### src/rtl/consumer_request_queue.sv
// consumer_request_queue
// Per-consumer request buffer in front of the round-robin scheduling kernel.
// Requests enter through a valid/ready handshake, are held in a DEPTH-entry
// FIFO, and the head is offered to the kernel as one packed word. The kernel
// pops the head with grant. Occupancy and a saturating head-wait counter are
// exported so starvation can be monitored.
//
// Ports:
//   clk          rising-edge clock
//   reset        asynchronous active-high reset, clears all state
//   in_valid     consumer offers a request
//   in_ready     queue has room (count < DEPTH)
//   in_addr      request bank address
//   in_value     request data value
//   req          packed head {valid, addr, value}; all zero when empty
//   grant        kernel consumed the presented head this cycle
//   count        current occupancy, 0..DEPTH
//   wait_cycles  cycles the current head has waited without a grant
module consumer_request_queue #(
  parameter int ADDR_WIDTH    = 4,
  parameter int VALUE_WIDTH   = 8,
  parameter int DEPTH         = 4,
  parameter int COUNTER_WIDTH = 8,
  parameter int REQ_WIDTH     = ADDR_WIDTH + VALUE_WIDTH + 1
) (
  input  logic                         clk,
  input  logic                         reset,
  input  logic                         in_valid,
  output logic                         in_ready,
  input  logic [ADDR_WIDTH-1:0]        in_addr,
  input  logic [VALUE_WIDTH-1:0]       in_value,
  output logic [REQ_WIDTH-1:0]         req,
  input  logic                         grant,
  output logic [$clog2(DEPTH+1)-1:0]   count,
  output logic [COUNTER_WIDTH-1:0]     wait_cycles
);

  localparam int CNT_W   = $clog2(DEPTH + 1);
  localparam int PTR_W   = (DEPTH > 1) ? $clog2(DEPTH) : 1;
  localparam int ENTRY_W = ADDR_WIDTH + VALUE_WIDTH;

  logic [ENTRY_W-1:0] mem [DEPTH];
  logic [PTR_W-1:0]   rd_ptr;
  logic [PTR_W-1:0]   wr_ptr;
  logic               head_valid;
  logic               push;
  logic               pop;

  // Handshake and pop qualifiers. in_ready depends only on registered count,
  // so a grant in the same cycle never opens room for a push into a full queue.
  assign head_valid = (count != '0);
  assign in_ready   = (count < CNT_W'(DEPTH));
  assign push       = in_valid && in_ready;
  assign pop        = grant && head_valid;

  // Head presentation: combinational read of storage at the registered read
  // pointer, zeroed when empty so the kernel sees a clean all-zero word.
  assign req = head_valid ? {1'b1, mem[rd_ptr]} : '0;

  // Storage needs no reset; entries are only observable once count covers them.
  always_ff @(posedge clk) begin
    if (push) begin
      mem[wr_ptr] <= {in_addr, in_value};
    end
  end

  // Pointers wrap by explicit compare so non-power-of-two depths work.
  always_ff @(posedge clk or posedge reset) begin
    if (reset) begin
      rd_ptr <= '0;
      wr_ptr <= '0;
    end else begin
      if (push) begin
        wr_ptr <= (wr_ptr == PTR_W'(DEPTH - 1)) ? '0 : wr_ptr + PTR_W'(1);
      end
      if (pop) begin
        rd_ptr <= (rd_ptr == PTR_W'(DEPTH - 1)) ? '0 : rd_ptr + PTR_W'(1);
      end
    end
  end

  // Occupancy: a simultaneous push and pop leaves the count unchanged.
  always_ff @(posedge clk or posedge reset) begin
    if (reset) begin
      count <= '0;
    end else begin
      case ({push, pop})
        2'b10:   count <= count + CNT_W'(1);
        2'b01:   count <= count - CNT_W'(1);
        default: count <= count;
      endcase
    end
  end

  // Head-wait counter: cleared whenever the head is granted so the next head
  // starts from zero; saturates instead of wrapping so a starved consumer stays
  // visibly starved. It can only become nonzero while a head is present.
  always_ff @(posedge clk or posedge reset) begin
    if (reset) begin
      wait_cycles <= '0;
    end else if (pop) begin
      wait_cycles <= '0;
    end else if (head_valid && (wait_cycles != '1)) begin
      wait_cycles <= wait_cycles + COUNTER_WIDTH'(1);
    end
  end

endmodule

### config.mk
export PLATFORM = sky130hd
export DESIGN_NAME = consumer_request_queue
export DESIGN_NICKNAME = d
export VERILOG_FILES = /design/src/rtl/consumer_request_queue.sv
export SDC_FILE = /design/constraint.sdc
export NUM_CORES = 1
export LEC_CHECK = 0
export CAP_MARGIN = 20
export CORE_MARGIN = 2
export CORE_UTILIZATION = 35
export DETAILED_ROUTE_END_ITERATION = 7
export PLACE_DENSITY = 0.62
export SLEW_MARGIN = 10
export SYNTH_ARGS = -nofsm -noshare
export SYNTH_HDL_FRONTEND = slang
export SYNTH_SLANG_ARGS = --single-unit
### constraint.sdc
create_clock -name clk -period 3.22 [get_ports clk]
set_input_delay 0.483 -clock clk [delete_from_list [all_inputs] [get_ports clk]]
set_output_delay 0.483 -clock clk [all_outputs]
set_load 0.02 [all_outputs]
## After elaboration in Yosys (flattened, before gate mapping)

Memories as Yosys holds them, arrays and structs flattened.
Index checks and enable logic that the tools add are counted.

- Memories: 1
- Output and inout bits: 25
- Bits in registers: 15
- Logic and storage cells: 30
- Bits in writable memories: 48
- Input bits: 16

- $add $sub $neg: 5
- Eq/ne operators: 5
- $lt $le $gt $ge: 1
- Mux-type cells: 8
- Reduce and logical (&&, ||, !) cells: 6

Memory list:

| memory | words | width | read ports | clocked after Yosys merged registers in | write ports | line | RTL |
|---|---|---|---|---|---|---|---|
| mem | 4 | 12 | 1 | 0 | 1 | 42 | `logic [ENTRY_W-1:0] mem [DEPTH];` |

Operators by type and width:

| cell | number |
|---|---|
| 2-to-1 mux 8 bit | 2 |
| 2-to-1 mux 13 bit | 1 |
| adder 8 x 1 -> 8 bit (second input constant) | 1 |
| != test 8 bit (second input constant) | 1 |
| equality test 2 bit (second input constant) | 3 |
| case mux 3 bit (2 select lines) | 1 |
| adder 2 x 1 -> 2 bit (second input constant) | 2 |
| 2-to-1 mux 2 bit | 2 |
| nonzero test 2 bit | 2 |
| adder 3 x 1 -> 3 bit (second input constant) | 1 |
| logical AND 1 bit | 3 |
| less-than comparator 3 bit (second input constant) | 1 |
| nonzero test 3 bit | 1 |
| subtractor 3 x 1 -> 3 bit (second input constant) | 1 |
| equality test 2 x 1 -> 1 bit (second input constant) | 1 |
| 2-to-1 mux 1 bit | 2 |

## Depth between registers and ports, before layout

- Depth in word-level cells: 4
- Mapped depth: 10
- Mapped depth without buffers: 10

## Worst setup path after synthesis

No wires, ideal clock.

- Path type: input to register
- Start: input grant
- End: register count[2]
- Cell stages on the path: 9
- Setup slack: 1.193 ns
- Data required time: 3.140 ns
- Setup time: 0.080 ns
- Buffers on the path: 1
- Arrival time: 1.946 ns
- Cells stage by stage: clkbuf_1 nand2_1 inv_1 ha_1 inv_1 fa_1 xor2_1 nor2_1 xnor2_1

- Word-level cells in the longest chain between the ends: 3
- Elaborated cells between the ends (all ways): 5
- Classes of those cells: 2 x eq/ne; 1 x mux; 2 x reduce/logical

RTL lines:

| what | line | RTL |
|---|---|---|
| start: declaration | 33 | `input logic grant,` |
| logical AND 1 bit * | 54 | `assign pop = grant && head_valid;` |
| equality test 2 x 1 -> 1 bit / equality test 2 bit (equally long branches) | 87 | `case ({push, pop})` |
| case mux 3 bit (2 select lines) / nonzero test 2 bit (equally long branches) | - |  |
| end signal: assignment | 88 | `2'b10: count <= count + CNT_W'(1);` |
| end signal: assignment | 89 | `2'b01: count <= count - CNT_W'(1);` |
| end signal: assignment | 90 | `default: count <= count;` |
| end: declaration | 34 | `output logic [$clog2(DEPTH+1)-1:0] count,` |

Mark *: on every way between the ends. The rest lies on a longest branch, timed or not.
A chain may end at the register's enable or synchronous reset.

## Worst setup path in the final report

- Start: register rd_ptr[0]
- End: output req[5]

- Word-level cells in the longest chain between the ends: 2

RTL lines:

| what | line | RTL |
|---|---|---|
| start: declaration | 43 | `logic [PTR_W-1:0] rd_ptr;` |
| start signal: assignment | 77 | `rd_ptr <= (rd_ptr == PTR_W'(DEPTH - 1)) ? '0 : rd_ptr + PTR_W'(1);` |
| memory (4 x 12 bit) | - |  |
| 2-to-1 mux 13 bit | 58 | `assign req = head_valid ? {1'b1, mem[rd_ptr]} : '0;` |
| end: declaration | 32 | `output logic [REQ_WIDTH-1:0] req,` |

No other way between the ends.

==> reports/summary.txt <==
status: finished clean
count leader, synth: edfxtp_1
Worst-Margin Slew: 0.692 ns
reg2reg path depth: 10
post-CTS sizing: 0
minimum clock period: 2.88 ns
number of flops mapped to enable cells by yosys: 48
Fin Setup TNS: 0 ns
Max-cap violations: 0
Hold Fails Final Rpt: 0
first-pass GRT wire length: 8030 um
Synth Flop Type: edfxtp_1
H-tree levels: 3
max frequency: 347 MHz
Synth warnings: 0
Area Growth Syn to Fin: 24.3%
DRT antenna net count: 0
WL per Instance: 15.6 um
gr ovfl total: 0
Nets: 235
max-slew violations: 0
TritonCTS Buffers: 9
Worst setup EP type: primary output
initial antenna violation count: 0
die height: 92.8 um
Stages on worst setup path: 4
maximum VDD drop: 325 uV
CTS sink count: 63
hold buffers post-CTS: 0
largest cells by area after synthesis: edfxtp_1 52%, dfrtp_1 14%, mux4_2 6.5%
post-CTS setup buffers: 0
CP delay by family, top: buffers and inverters
DR DRC count: 0
share of layout cells above drive strength 1: 0.144
#FFs+latches synth: 63
post-synth top area share: 0.522
vias per cell: 4.78
CTS tree: built
CP Launch Type: register
total power: 2.97 mW
clock slew at reported path FFs: 0.07 ns
DR iter-0 viols: 59
Final setup viols: 0
register area share after synthesis: 0.658
largest net degree at the start of global routing: 24
RD Place Congestion: 0.803
Mapped Cells: 167
via count: 1519
Die X: 92.8 um
total length of routed wires: 4970 um
num rows: 32
DR pass1 iterations: 6
DP Area: 0.00323 sq mm
Synth cell types: 41
delay of the slowest cell on the worst path: 0.58 ns
area of the core: 0.00769 sq mm
Final Cycle Share: 0.895
WS Path Type: register to primary output
Worst Hold Class: primary input to asynchronous set/reset pin
Final Util: 0.446
Worst R2R End: count[2]
Clk Latency, worst-skew pair: 0.34 ns
Syn Nets: 191
number of buffers and inverters on the critical path: 2
clock skew: 0.00574 ns
post-synth design cell area: 0.00276 sq mm
Starting Density: 0.359
Critical Path Sink: req[5]
pwr dens: 866 mW/mm^2
synthesized area per cell: 16.5 sq um
diode count: 0
r2r startpoint: count[0]
vias in the first global route: 1491
CP Max Fanout: 9
Total Routing Usage GR: 0.128
worst path required time: 2.74 ns
Root Driver: clkbuf_8
most frequent cells after synthesis: 48 x edfxtp_1, 16 x and2_1, 15 x dfrtp_1
worst rel slew slack: 0.539
setup slack, reg-to-reg: 0.79 ns
FFs w/ async S/R, synth: 0.238
Arrival @ worst endpoint: 2.40 ns
I/O pin cnt: 41
Pleak: 1.24 nW
Final Instance Area: 0.00343 sq mm
unrepaired setup endpoints after global routing: no
CP cell instances: buf_4, mux4_2, and2_1, clkdlybuf4s50_1
die area: 0.00861 sq mm
area leader, netlist: edfxtp_1
maximum clock path buffer count: 2
hpwl dp: 3330 um
IO buf count: 40
Slowest-stage cell, CP: dfrtp_1
crit path from: rd_ptr[0]
## per-layer routing
metal,part of all wire,track usage
met3,0.047,0.0415
met1,0.45,0.169
met5,0,0
met4,0.021,0.0625
met2,0.48,0.191
## worst min path at each step
| stage | start | endpoint | slack (ns) | cells past startpoint |
|---|---|---|---|---|
| after floorplan | reset | count[0] | 0.38 | 1 |
| after global placement | count[0] | count[0] | 0.56 | 1 |
| after detailed placement | count[0] | count[0] | 0.59 | 1 |
| after CTS | reset | wr_ptr[1] | 0.53 | 2 |
| after global routing | reset | wr_ptr[1] | 0.57 | 2 |
| final | reset | wr_ptr[1] | 0.51 | 2 |
## kinds of logic after synthesis
group	Yosys count	share of synthesized area
XOR/XNOR	3	0.00952
flip-flops	63	0.658
AO/OA/AOI/OAI	23	0.0626
multiplexers	15	0.115
adder cells (fa/ha/maj)	8	0.0390
buffers and inverters	19	0.0372
AND/OR/NAND/NOR	36	0.0784
## flip-flops by register name (all words and copies together), names as in the netlist
signal       flops
count            3
wr_ptr           2
wait_cycles      8
mem             48
rd_ptr           2
## stage by stage
stage               worst slack (ns)  cells  hold WS, ns
floorplan                       1.19    167        0.384
global placement               0.638    302        0.563
detailed placement             0.621    302        0.586
CTS                            0.287    318        0.527
global route                   0.210    318        0.572
finish                         0.337    318        0.508
## final cells by class
| class | instances | area [sq um] |
|---|---|---|
| clock buffer | 9 | 124 |
| clock inverter | 7 | 71.3 |
| fill | 701 | 4260 |
| inverter | 11 | 41.3 |
| multi-input combinational | 85 | 841 |
| sequential | 63 | 1820 |
| tap | 102 | 128 |
| timing repair buffer | 41 | 408 |
## layout by cell type (no fill, tap or decap), drive strengths merged, types with 4 or more instances in the layout
| cell | netlist | final |
|---|---|---|
| mux4 | 12 | 12 |
| a21oi | 4 | 4 |
| ha | 7 | 7 |
| clkdlybuf4s50 | 0 | 40 |
| inv | 11 | 12 |
| edfxtp | 48 | 48 |
| dfrtp | 15 | 15 |
| o21ai | 5 | 5 |
| clkbuf | 2 | 9 |
| and2 | 16 | 16 |
| nor2 | 4 | 4 |
## where the power goes
group          internal, mW  switching (mW)  total [mW]
Combinational         0.593           0.544        1.14
Clock                 0.356           0.314       0.670
Sequential             1.03           0.135        1.16
No activity file was read; power rests on OpenSTA's default activity.
==> RTL edit: new RTL, same flow settings <==
Reset style: synchronous (`reset`), changed in 3 clocked blocks. Comments in the files are not updated.
--- a/src/rtl/consumer_request_queue.sv
+++ b/src/rtl/consumer_request_queue.sv
@@ -65,7 +65,7 @@
   end
 
   // Pointers wrap by explicit compare so non-power-of-two depths work.
-  always_ff @(posedge clk or posedge reset) begin
+  always_ff @(posedge clk) begin
     if (reset) begin
       rd_ptr <= '0;
       wr_ptr <= '0;
@@ -80,7 +80,7 @@
   end
 
   // Occupancy: a simultaneous push and pop leaves the count unchanged.
-  always_ff @(posedge clk or posedge reset) begin
+  always_ff @(posedge clk) begin
     if (reset) begin
       count <= '0;
     end else begin
@@ -95,7 +95,7 @@
   // Head-wait counter: cleared whenever the head is granted so the next head
   // starts from zero; saturates instead of wrapping so a starved consumer stays
   // visibly starved. It can only become nonzero while a head is present.
-  always_ff @(posedge clk or posedge reset) begin
+  always_ff @(posedge clk) begin
     if (reset) begin
       wait_cycles <= '0;
     end else if (pop) begin
Function: differs if reset is asserted again (counterexample within 4 cycles, from zero or initial values and one cycle with reset high); with reset held inactive, the same outputs for 10 cycles.
==> RTL edit against the unedited design <==
Clock skew up 3.1 ps. Power fell by 5.8%. Design area rose by 0.44%. Hold slack got worse by 25 ps. Wire length fell by 2.9%. Setup slack better by 220 ps. Largest cell class unchanged. Synthesized area is 0.18% lower. Sequential cell count grew 2.
==> RTL edit: results (changes against the unedited design) <==
Pwr
  • Combinational power: 1.02 mW (-11%)
  • Clock network power share: 24.9% (+2.3 points)
  • Leak Pwr: 1.15 nW (-7.6%)
  • Total power density per cell area: 812 mW/mm^2 (-6.2%)
  • Total net switching power: 0.941 mW (-5.4%)
  • Peak ir drop on the vdd network: 0.217 mV (-33%)

Logic synthesis
  • Post-Synthesis Net Count: 204 (+6.8%)
  • XOR/XNOR Fraction of Synth Area: 0.636% (-0.32 points)
  • Share of flip-flops with an asynchronous set or reset after synthesis: 0% (-24 points)
  • Synth unique cells: 36 (-12%)
  • Average instance area after synthesis: 15.3 um^2 (-7.4%)
  • Synthesized-area fraction occupied by ao, oa, aoi and oai cells: 4.86% (-1.4 points)
  • Multiplexer share of the synthesized area: 12.0% (+0.48 points)
  • Post-synthesis sequential area ratio: 64.7% (-1.2 points)
  • Number of synthesized flops with an enable pin: 48 (unchanged)
  • Adder and majority cell fraction of the synthesized area: 3.91% (+0.0071 points)
  • Most area-consuming cells after synthesis: edfxtp_1 52%, dfxtp_1 12%, mux4_2 9.8%
  • Most common library cells after synthesis: 48 x edfxtp_1, 17 x dfxtp_1, 16 x and2_1, 12 x mux4_2, 8 x inv_1

GRT
  • First-pass GRT wire length: 7800 um (-2.9%)
  • Met1 track demand over resource: 15.4% (-1.5 points)
  • Pin count of the biggest net entering global routing: 23 (-4.2%)
  • All-layer global routing usage: 12.4% (-0.43 points)
  • Met2 global-route usage: 19.2% (about the same)
  • Met3 track demand over resource in global routing: 3.01% (-1.1 points)

Min path
  • Class of the tightest hold or removal check: reg -> reg

Outcome
  • Status: completed

Placement
  • Placed Cells: 313 (+3.6%)
  • Instance area after placement: 0.00324 mm^2 (+0.12%)
  • HPWL after detailed placement: 3150 um (-5.6%)
  • Worst slack, placed: 492 ps (-128 ps)

Critical path
  • R2R depth: 8 (-2)
  • Startpoint of the most critical register-to-register path: count[2]
  • Worst Path Max Fanout: 12 (+3)
  • Slack of the worst reg-to-reg path: 1160 ps (+370 ps)
  • Reg-to-reg critical path endpoint: count[2]
  • Capturing instance or port of the critical path: req[0]
  • CP Data Arrival Time: 2180 ps (-220 ps)

Finish
  • Buffer count excluding the clock tree in the final layout: 42 (+2.4%)
  • Share of the final layout cell area in multi-input gates: 25.8% (+1.2 points)
  • Multi-input combinational gate total: 96 (+13%)
  • Clock distribution area overhead in the final layout: 5.85% (+0.16 points)
  • Storage cell area: 0.00178 mm^2 (-1.9%)
  • Number of nets in the finished design: 247 (+5.1%)
  • Logic inverters: 9 (-2)
  • Seq_cells: 65 (+3.2%)
  • Signal buffers share of area: 12.0% (+0.093 points)
  • Sequential portion of the cell area: 51.7% (-1.2 points)

Routing
  • Count of vias placed by the detailed router: 1604 (+5.6%)
  • Total wire length after detailed routing: 4830 um (-2.9%)
  • Number of violations reported at the end of detailed-routing iteration 0: 60 (+1.7%)
  • Via density: 4.86 (+1.8%)
  • Detailed Routing Iterations Pass 1: 4 (-2)

Timing
  • Transition time of the tightest slew-check pin: 655 ps (-36.5 ps)
==> RTL edit: cell types whose count changed after synthesis, sizes merged, moves of 3 or more <==
cell,delta
a22o,-3
dfxtp,+17
mux2i,+5
nand3b,+5
o21ai,-4
a211oi,+3
dfrtp,-15
a21oi,+3
==> RTL edit: per-layer routing <==
metal  wire length [um]  part of all wire (%)
met2               2380                    49
met3                173                   3.6
met4                109                   2.3
met5                  0                     0
met1               2170                    45
==> RTL edit: worst min-delay path by stage <==
| stage | end | slack (ps) | startpoint |
|---|---|---|---|
| after floorplan | register | 450 | rd_ptr[1] |
| after global placement | rd_ptr[1] | 480 | rd_ptr[1] |
| after detailed placement | rd_ptr[1] | 480 | rd_ptr[1] |
| after CTS | rd_ptr[1] | 490 | rd_ptr[1] |
| after global routing | rd_ptr[1] | 520 | rd_ptr[1] |
| final | rd_ptr[1] | 480 | rd_ptr[1] |
